`config.mk`:
```
export PLATFORM = sky130hd
export DESIGN_NAME = rsa_modexp_core
export DESIGN_NICKNAME = d
export VERILOG_FILES = /design/src/rtl/rsa_modexp_core.sv
export SDC_FILE = /design/constraint.sdc
export NUM_CORES = 1
export LEC_CHECK = 0
export ABC_AREA = 1
export CAP_MARGIN = 20
export CORE_ASPECT_RATIO = 1.1
export CORE_MARGIN = 5
export CORE_UTILIZATION = 55
export CTS_BUF_LIST = sky130_fd_sc_hd__clkbuf_16
export DETAILED_ROUTE_END_ITERATION = 10
export GPL_ROUTABILITY_DRIVEN = 0
export GPL_TIMING_DRIVEN = 1
export PLACE_DENSITY_LB_ADDON = 0.15
export SYNTH_ARGS = -nofsm -noshare
export SYNTH_HDL_FRONTEND = slang
export SYNTH_SLANG_ARGS = --single-unit
```
`constraint.sdc`:
```
create_clock -name clk -period 11.3 [get_ports clk]
set_input_delay 1.695 -clock clk [delete_from_list [all_inputs] [get_ports clk]]
set_output_delay 1.695 -clock clk [all_outputs]
set_load 0.02 [all_outputs]
```
`src/rtl/rsa_modexp_core.sv`:
```
// Modular exponentiation engine: result = base^exponent mod modulus.
// Right-to-left square-and-multiply over a shared Blakley MSB-first modular multiplier.
module rsa_modexp_core #(
    parameter int WordSize  = 16,
    parameter int ExpSize   = 16,
    parameter bit ConstTime = 1'b1
) (
    input  logic                clk,
    input  logic                reset,
    input  logic                start,
    input  logic [WordSize-1:0] base,
    input  logic [ExpSize-1:0]  exponent,
    input  logic [WordSize-1:0] modulus,
    output logic [WordSize-1:0] result,
    output logic                busy,
    output logic                done,
    output logic                err
);

    localparam int CW = $clog2(WordSize);
    localparam int IW = $clog2(ExpSize + 1);

    typedef enum logic [2:0] {IDLE, LOAD, REDUCE, MUL_R, MUL_B, NEXT, DONE} state_t;

    state_t                state;
    logic [WordSize-1:0]   base_q;
    logic [ExpSize-1:0]    exp_q;
    logic [WordSize-1:0]   mod_q;
    logic [WordSize-1:0]   r_q;
    logic [WordSize-1:0]   b_q;
    logic [WordSize+1:0]   p_q;
    logic [CW-1:0]         bit_cnt;
    logic [IW-1:0]         exp_idx;
    logic                  err_q;

    logic [WordSize-1:0]   a_op;
    logic [WordSize-1:0]   b_op;
    logic                  a_bit;
    logic                  last_bit;
    logic [WordSize+1:0]   m_ext;
    logic [WordSize+1:0]   p_sum;
    logic [WordSize+1:0]   p_sub;
    logic [WordSize+1:0]   p_fin;

    // One multiplier step: P < m keeps 2P + b below 3m, so two subtractions always suffice.
    always_comb begin
        a_op = base_q;
        b_op = WordSize'(1);
        case (state)
            MUL_R: begin
                a_op = r_q;
                b_op = b_q;
            end
            MUL_B: begin
                a_op = b_q;
                b_op = b_q;
            end
            default: ;
        endcase
        a_bit    = a_op[bit_cnt];
        last_bit = (bit_cnt == '0);
        m_ext    = {2'b00, mod_q};
        p_sum    = (p_q << 1) + (a_bit ? {2'b00, b_op} : '0);
        p_sub    = (p_sum >= m_ext) ? p_sum - m_ext : p_sum;
        p_fin    = (p_sub >= m_ext) ? p_sub - m_ext : p_sub;
    end

    always_ff @(posedge clk) begin
        if (reset) begin
            state   <= IDLE;
            result  <= '0;
            busy    <= 1'b0;
            done    <= 1'b0;
            err     <= 1'b0;
            base_q  <= '0;
            exp_q   <= '0;
            mod_q   <= '0;
            r_q     <= '0;
            b_q     <= '0;
            p_q     <= '0;
            bit_cnt <= '0;
            exp_idx <= '0;
            err_q   <= 1'b0;
        end else begin
            done <= 1'b0;
            err  <= 1'b0;
            case (state)
                IDLE: begin
                    if (start) begin
                        busy  <= 1'b1;
                        state <= LOAD;
                    end
                end
                LOAD: begin
                    base_q  <= base;
                    exp_q   <= exponent;
                    mod_q   <= modulus;
                    r_q     <= WordSize'(1);
                    p_q     <= '0;
                    bit_cnt <= CW'(WordSize - 1);
                    exp_idx <= '0;
                    err_q   <= (modulus < WordSize'(2));
                    state   <= (modulus < WordSize'(2)) ? DONE : REDUCE;
                end
                REDUCE, MUL_R, MUL_B: begin
                    if (!last_bit) begin
                        p_q     <= p_fin;
                        bit_cnt <= bit_cnt - 1'b1;
                    end else begin
                        p_q     <= '0;
                        bit_cnt <= CW'(WordSize - 1);
                        case (state)
                            REDUCE: begin
                                b_q   <= p_fin[WordSize-1:0];
                                state <= (!ConstTime && !exp_q[0]) ? MUL_B : MUL_R;
                            end
                            MUL_R: begin
                                // In constant-time mode the product for a zero bit is simply dropped.
                                if (exp_q[0]) r_q <= p_fin[WordSize-1:0];
                                state <= MUL_B;
                            end
                            default: begin
                                b_q   <= p_fin[WordSize-1:0];
                                state <= NEXT;
                            end
                        endcase
                    end
                end
                NEXT: begin
                    exp_q <= exp_q >> 1;
                    if (exp_idx == IW'(ExpSize - 1)) begin
                        state <= DONE;
                    end else begin
                        exp_idx <= exp_idx + 1'b1;
                        state   <= (!ConstTime && !exp_q[1]) ? MUL_B : MUL_R;
                    end
                end
                DONE: begin
                    result <= err_q ? '0 : r_q;
                    done   <= 1'b1;
                    err    <= err_q;
                    busy   <= 1'b0;
                    state  <= IDLE;
                end
                default: state <= IDLE;
            endcase
        end
    end

endmodule

```
# After elaboration in Yosys (flattened, before gate mapping)
# Cells that the tools add are included.
[totals] out_inout_bits=19 regBits=129 word_cells=78 in_bits=51
[op_classes] magnitude_cmp=4 mux=28 n_addsub=5 n_reduce_logical=13 bitwise=2 n_eq_ne=12
[op_table] op="2-to-1 mux 16 bit" n=6
[op_table] op="one-hot mux 16 bit (2 select lines)" n=3
[op_table] op=">= comparator 18 x 16 -> 1 bit" n=2
[op_table] op="2-to-1 mux 17 bit" n=2
[op_table] op="one-hot mux 17 bit (2 select lines)" n=1
[op_table] op="adder 18 x 16 -> 18 bit" n=1
[op_table] op="2-to-1 mux 18 bit" n=1
[op_table] op="subtractor 18 x 16 -> 18 bit" n=1
[op_table] op="subtractor 17 x 16 -> 17 bit" n=1
[op_table] op="< comparator 16 x 2 -> 1 bit, second input constant" n=1
[op_table] op="2-to-1 mux 3 bit" n=4
[op_table] op="one-hot mux 3 bit (4 select lines)" n=1
[op_table] op="!= test 2 bit, second input constant" n=5
[op_table] op="one-hot mux 5 bit (2 select lines)" n=1
[op_table] op="== test 3 bit, second input constant" n=3
[op_table] op="one-hot mux 4 bit (2 select lines)" n=1
[op_table] op="== test 3 x 2 -> 1 bit, second input constant" n=2
[op_table] op="one-hot mux 3 bit (2 select lines)" n=1
[op_table] op="AND reduction 2 bit" n=3
[op_table] op="nonzero test 2 bit" n=3
[op_table] op="adder 5 x 1 -> 5 bit, second input constant" n=1
[op_table] op="== test 5 x 4 -> 1 bit, second input constant" n=1
[op_table] op="< comparator 4 x 5 -> 1 bit, second input constant" n=1
[op_table] op="2-to-1 mux 5 bit" n=1
[op_table] op="other kinds (13)" n=17

# Logic depth before layout (Yosys ltp)
[logic_depth] word_depth=14 depth_mapped=59

# Worst setup path before layout
# Ideal clock, no wire load.
[synth_timing] kind="flip-flop to flip-flop" start="register state[2]" end="register p_q[14]" stages_incl_launch_ff=50 n_path_buf=5 path_slack_ps=4789 arrival_ps=6441 path_cell_list="dfxtp_1 > buf_2 > inv_2 > nand3_1 > nand2_1 > inv_2 > buf_4 > nand2_1 > nand4_1 > nand3_1 > nand3_1 > nand3_1 > nand2_1 > inv_1 > buf_2 > nor3_1 > ha_1 > inv_1 > (+14 left out) > clkbuf_1 > nand2_1 > nand2_1 > ha_1 > fa_1 > o21ai_1 > a21oi_1 > o21ai_1 > nand2_1 > nand2_1 > or2_0 > a21oi_4 > inv_2 > nor2_8 > buf_8 > nand2_1 > nand3_1 > a21oi_1"
[synth_between] elab_chain_cells=12
[synth_lines] element="start, declared" line_no="25" source="state_t state;"
[synth_lines] element="start signal, assigned" line_no="103" source="state <= (modulus < WordSize'(2)) ? DONE : REDUCE;"
[synth_lines] element="start signal, assigned" line_no="115" source="state <= (!ConstTime && !exp_q[0]) ? MUL_B : MUL_R;"
[synth_lines] element="start signal, assigned" line_no="135" source="state <= (!ConstTime && !exp_q[1]) ? MUL_B : MUL_R;"
[synth_lines] element="== test 3 bit or == test 3 x 2 -> 1 bit (tied branches)" line_no="49, 87"
[synth_lines] element="one-hot mux 16 bit (2 select lines)" line_no="49" source="case (state)"
[synth_lines] element="binary-select mux 1 bit (select 4 bit)" line_no="60" source="a_bit = a_op[bit_cnt];"
[synth_lines] element="2-to-1 mux 1 bit (not written as such)" line_no="60"
[synth_lines] element="2-to-1 mux 16 bit" line_no="63" source="p_sum = (p_q << 1) + (a_bit ? {2'b00, b_op} : '0);"
[synth_lines] element="adder 18 x 16 -> 18 bit" line_no="63"
[synth_lines] element="subtractor 18 x 16 -> 18 bit or >= comparator 18 x 16 -> 1 bit (tied branches)" line_no="64" source="p_sub = (p_sum >= m_ext) ? p_sum - m_ext : p_sum;"
[synth_lines] element="2-to-1 mux 18 bit" line_no="64"
[synth_lines] element="subtractor 17 x 16 -> 17 bit or >= comparator 18 x 16 -> 1 bit (tied branches)" line_no="65" source="p_fin = (p_sub >= m_ext) ? p_sub - m_ext : p_sub;"
[synth_lines] element="2-to-1 mux 17 bit" line_no="65"
[synth_lines] element="2-to-1 mux 17 bit" line_no="106" source="if (!last_bit) begin"
[synth_lines] element="one-hot mux 17 bit (2 select lines)" line_no="87" source="case (state)"
[synth_lines] element="end signal, assigned" line_no="107" source="p_q <= p_fin;"
[synth_lines] element="end, declared" line_no="31" source="logic [WordSize+1:0] p_q;"
# Parallel ways exist; a longest one is shown, timed or not. The select of a mux whose other input is x is not followed.
# A chain may end at the register's enable or synchronous reset.

# Final worst setup path
[layout_timing] start="register state[2]" end="register b_q[6]"
[layout_between] elab_chain_cells=10
[layout_lines] element="== test 3 bit or == test 3 x 2 -> 1 bit (tied branches)" line_no="49, 87, 112"
[layout_lines] element="one-hot mux 16 bit (2 select lines)" line_no="49"
[layout_lines] element="binary-select mux 1 bit (select 4 bit)" line_no="60"
[layout_lines] element="2-to-1 mux 1 bit (not written as such)" line_no="60"
[layout_lines] element="2-to-1 mux 16 bit" line_no="63"
[layout_lines] element="adder 18 x 16 -> 18 bit" line_no="63"
[layout_lines] element="subtractor 18 x 16 -> 18 bit or >= comparator 18 x 16 -> 1 bit (tied branches)" line_no="64"
[layout_lines] element="2-to-1 mux 18 bit" line_no="64"
[layout_lines] element="subtractor 17 x 16 -> 17 bit or >= comparator 18 x 16 -> 1 bit (tied branches)" line_no="65"
[layout_lines] element="2-to-1 mux 17 bit" line_no="65"
[layout_lines] element="end signal, assigned" line_no="114" source="b_q <= p_fin[WordSize-1:0];"
[layout_lines] element="end signal, assigned" line_no="123" source="b_q <= p_fin[WordSize-1:0];"
[layout_lines] element="end, declared" line_no="30" source="logic [WordSize-1:0] b_q;"
# Parallel ways exist; a longest one is shown, timed or not. The select of a mux whose other input is x is not followed.

==> out/qor.yml <==
grt_pass1_wl_um: 40000
final_common_cell: "nand2_1"
port_buffers: 69
netlist_instances: 1317
htreeDepth: 4
outcome: "finished, final reports clean"
ant_nets: 0
grt_overflow: 0
fin_crit_ns: 8.21
start_util: 0.560
die_w_um: 128
tns_ns: 0
worstPathRequired_ns: 11.62
max_slew_margin: 0.269
post_cts_buffers: 0
ys_seq_elements: 129
criticalPathCategory: "flip-flop to flip-flop"
synth.cell_area_sq_mm: 0.00847
reg2reg_from: "state[2]"
min_to: "result[0]"
reg2reg_depth: 49
area_growth_pct: 16.2
grt_max_degree: 90
rsz0062_at_grt: "no"
tightest_slew_ns: 1.10
gr-usage-all-layers: 0.275
min_path_type: "flip-flop to flip-flop"
clock_path_buffers: 2
layout_common_cells: "384 x nand2_1, 173 x inv_1, 134 x a21oi_1"
cp_max_fo: 33
syn_nets: 1421
holdPathStages: 2
wl_per_cell_um: 15.6
cts_root_buffer: "clkbuf_16"
slowest_delay_ns: 0.69
vias_per_cell: 5.47
finalSetupViolCount: 0
vias: 8600
drv_slew: 0
synth_edf_count: 0
grt_pass1_vias: 8138
io_pins: 70
antenna_found_initial: 0
cts_sinks: 129
drv_cap: 0
cpMostUsedCell: "nand2_1"
die_y_um: 140
clk_latency_ns: 0.42
dp.final_hpwl_um: 18700
cts.clk_slew.worst_paths_ns: 0.06
synth_flop_cell: "dfxtp_1"
routed_wl_um: 24500
drtIter0Drc: 799
drive_gt1_frac: 0.0545
synth.distinct_cells: 51
die_area_sq_mm: 0.0180
r2r_end: "b_q[6]"
rows: 47
async_flop_share: 0
syn_avg_cell_area_sq_um: 6.43
nets: 1466
clock.fmax_mhz: 122
report.final.hold_viol_count: 0
n_antenna_cell: 0
fin_crit_sh: 0.727
critPathArrivalTime_ns: 8.54
holdBufCountCts: 0
seq_area_frac_synth: 0.305
ys_warn_count: 0
cts_tree: "done"
critPathLaunchType: "flip-flop"
post-route-drc-count: 0
first_pass_iters: 6
endpoint_kind: "flip-flop"
core-area_sq_mm: 0.0151
post_cts_resized: 0
cts_buffers: 17
r2r_setup_slack_ns: 3.09
min-delay-start: "result[0]"
cp_slowest_cell: "o21ai_0"
fin_skew_ns: 0.00774
==> synth_stat cells, types with 2 or more instances <==
cell type / n / area, sq um
nand2_2: 10 / 62.6
nor3_1: 25 / 125
ha_1: 50 / 626
nand4_1: 15 / 93.8
buf_4: 2 / 15.0
nand3_1: 86 / 430
a221oi_1: 4 / 35.0
inv_2: 9 / 33.8
a31oi_1: 16 / 100
clkinv_1: 2 / 7.51
buf_6: 2 / 22.5
nor2_1: 87 / 327
o211ai_1: 2 / 15.0
o21bai_1: 4 / 30.0
clkbuf_1: 34 / 128
dfxtp_1: 129 / 2580
buf_2: 7 / 35.0
a21boi_0: 2 / 15.0
a21oi_1: 134 / 671
xnor2_1: 10 / 87.6
nand3_2: 2 / 20.0
a211oi_1: 2 / 15.0
fa_1: 3 / 60.1
and3_1: 3 / 18.8
nand3b_1: 3 / 22.5
nor4_1: 3 / 18.8
o21ai_1: 8 / 40.0
inv_1: 173 / 649
xor2_1: 25 / 219
o22ai_1: 2 / 12.5
buf_1: 2 / 7.51
or2_2: 5 / 31.3
nand2_1: 384 / 1440
o21ai_0: 55 / 275
==> layer usage <==
metal	wire length, um	vias to the layer above	global-route usage
li1	-	4339	-
met1	10200	3851	0.334
met2	11700	322	0.466
met3	1410	88	0.0484
met4	1200	0	0.135
met5	0	-	0
==> per-stage QoR <==
step / cell area, sq um / util / worst slack, ns / hold WS (ns) / instances
6_report: 9840 / 0.651 / 3.09 / 0.463 / 1571
5_1_grt: 9840 / 0.651 / 2.32 / 0.484 / 1571
4_1_cts: 9820 / 0.650 / 3.21 / 0.465 / 1570
3_5_place_dp: 9210 / 0.610 / 3.24 / 0.456 / 1538
3_3_place_gp: 9210 / 0.610 / 3.39 / 0.452 / 1538
2_1_floorplan: 8470 / - / 4.79 / 0.430 / 1317
==> cell families (layout without fill, tap and decap cells) <==
logic type	after synthesis	count (layout)	synth area share
and+or+nand+nor	634	634	0.322
AOI/OAI and AO/OA	234	234	0.148
buffers and inverters	232	290	0.108
DFF	129	129	0.305
adders and majority gates	53	53	0.0810
xor gates and xnor gates	35	35	0.0362
==> critical path: cells and delay by family (launching register included) <==
family	cells	cell delay (ns)
buffers and inverters	10	1.29
AND/OR/NAND/NOR	31	3.91
flip-flops	1	0.48
adder cells (fa/ha/maj)	4	1.29
AO/OA/AOI/OAI	4	1.12
==> registers in the layout, summed over array words and instances, names as in the netlist <==
| name | count |
|---|---|
| p_q | 17 |
| b_q | 16 |
| base_q | 16 |
| exp_q | 16 |
| mod_q | 16 |
| r_q | 16 |
| result | 16 |
| exp_idx | 5 |
| bit_cnt | 4 |
| state | 3 |
| busy | 1 |
| done | 1 |
| err | 1 |
| err_q | 1 |
==> area by class of cell <==
class	instances	area [sq um]
inverters	184	691
well taps	196	245
clock buffers	17	425
multi-input cells	956	4980
clock inverters	15	184
fillers	1419	5280
flip-flops and latches	129	2580
repair buffers	74	731
==> worst max-delay path by stage <==
stage | from | endpoint | slack [ns] | cells after the start
final | state[2] | b_q[6] | 3.09 | 49
after global routing | state[2] | b_q[6] | 2.32 | 50
after CTS | state[2] | b_q[6] | 3.21 | 49
after detailed placement | state[2] | p_q[12] | 3.24 | 47
after global placement | state[2] | p_q[12] | 3.39 | 46
after floorplan | state[2] | p_q[14] | 4.79 | 49
Power is not shown: default switching activity piles up to over one toggle a cycle in this logic, so the estimate is an artifact.
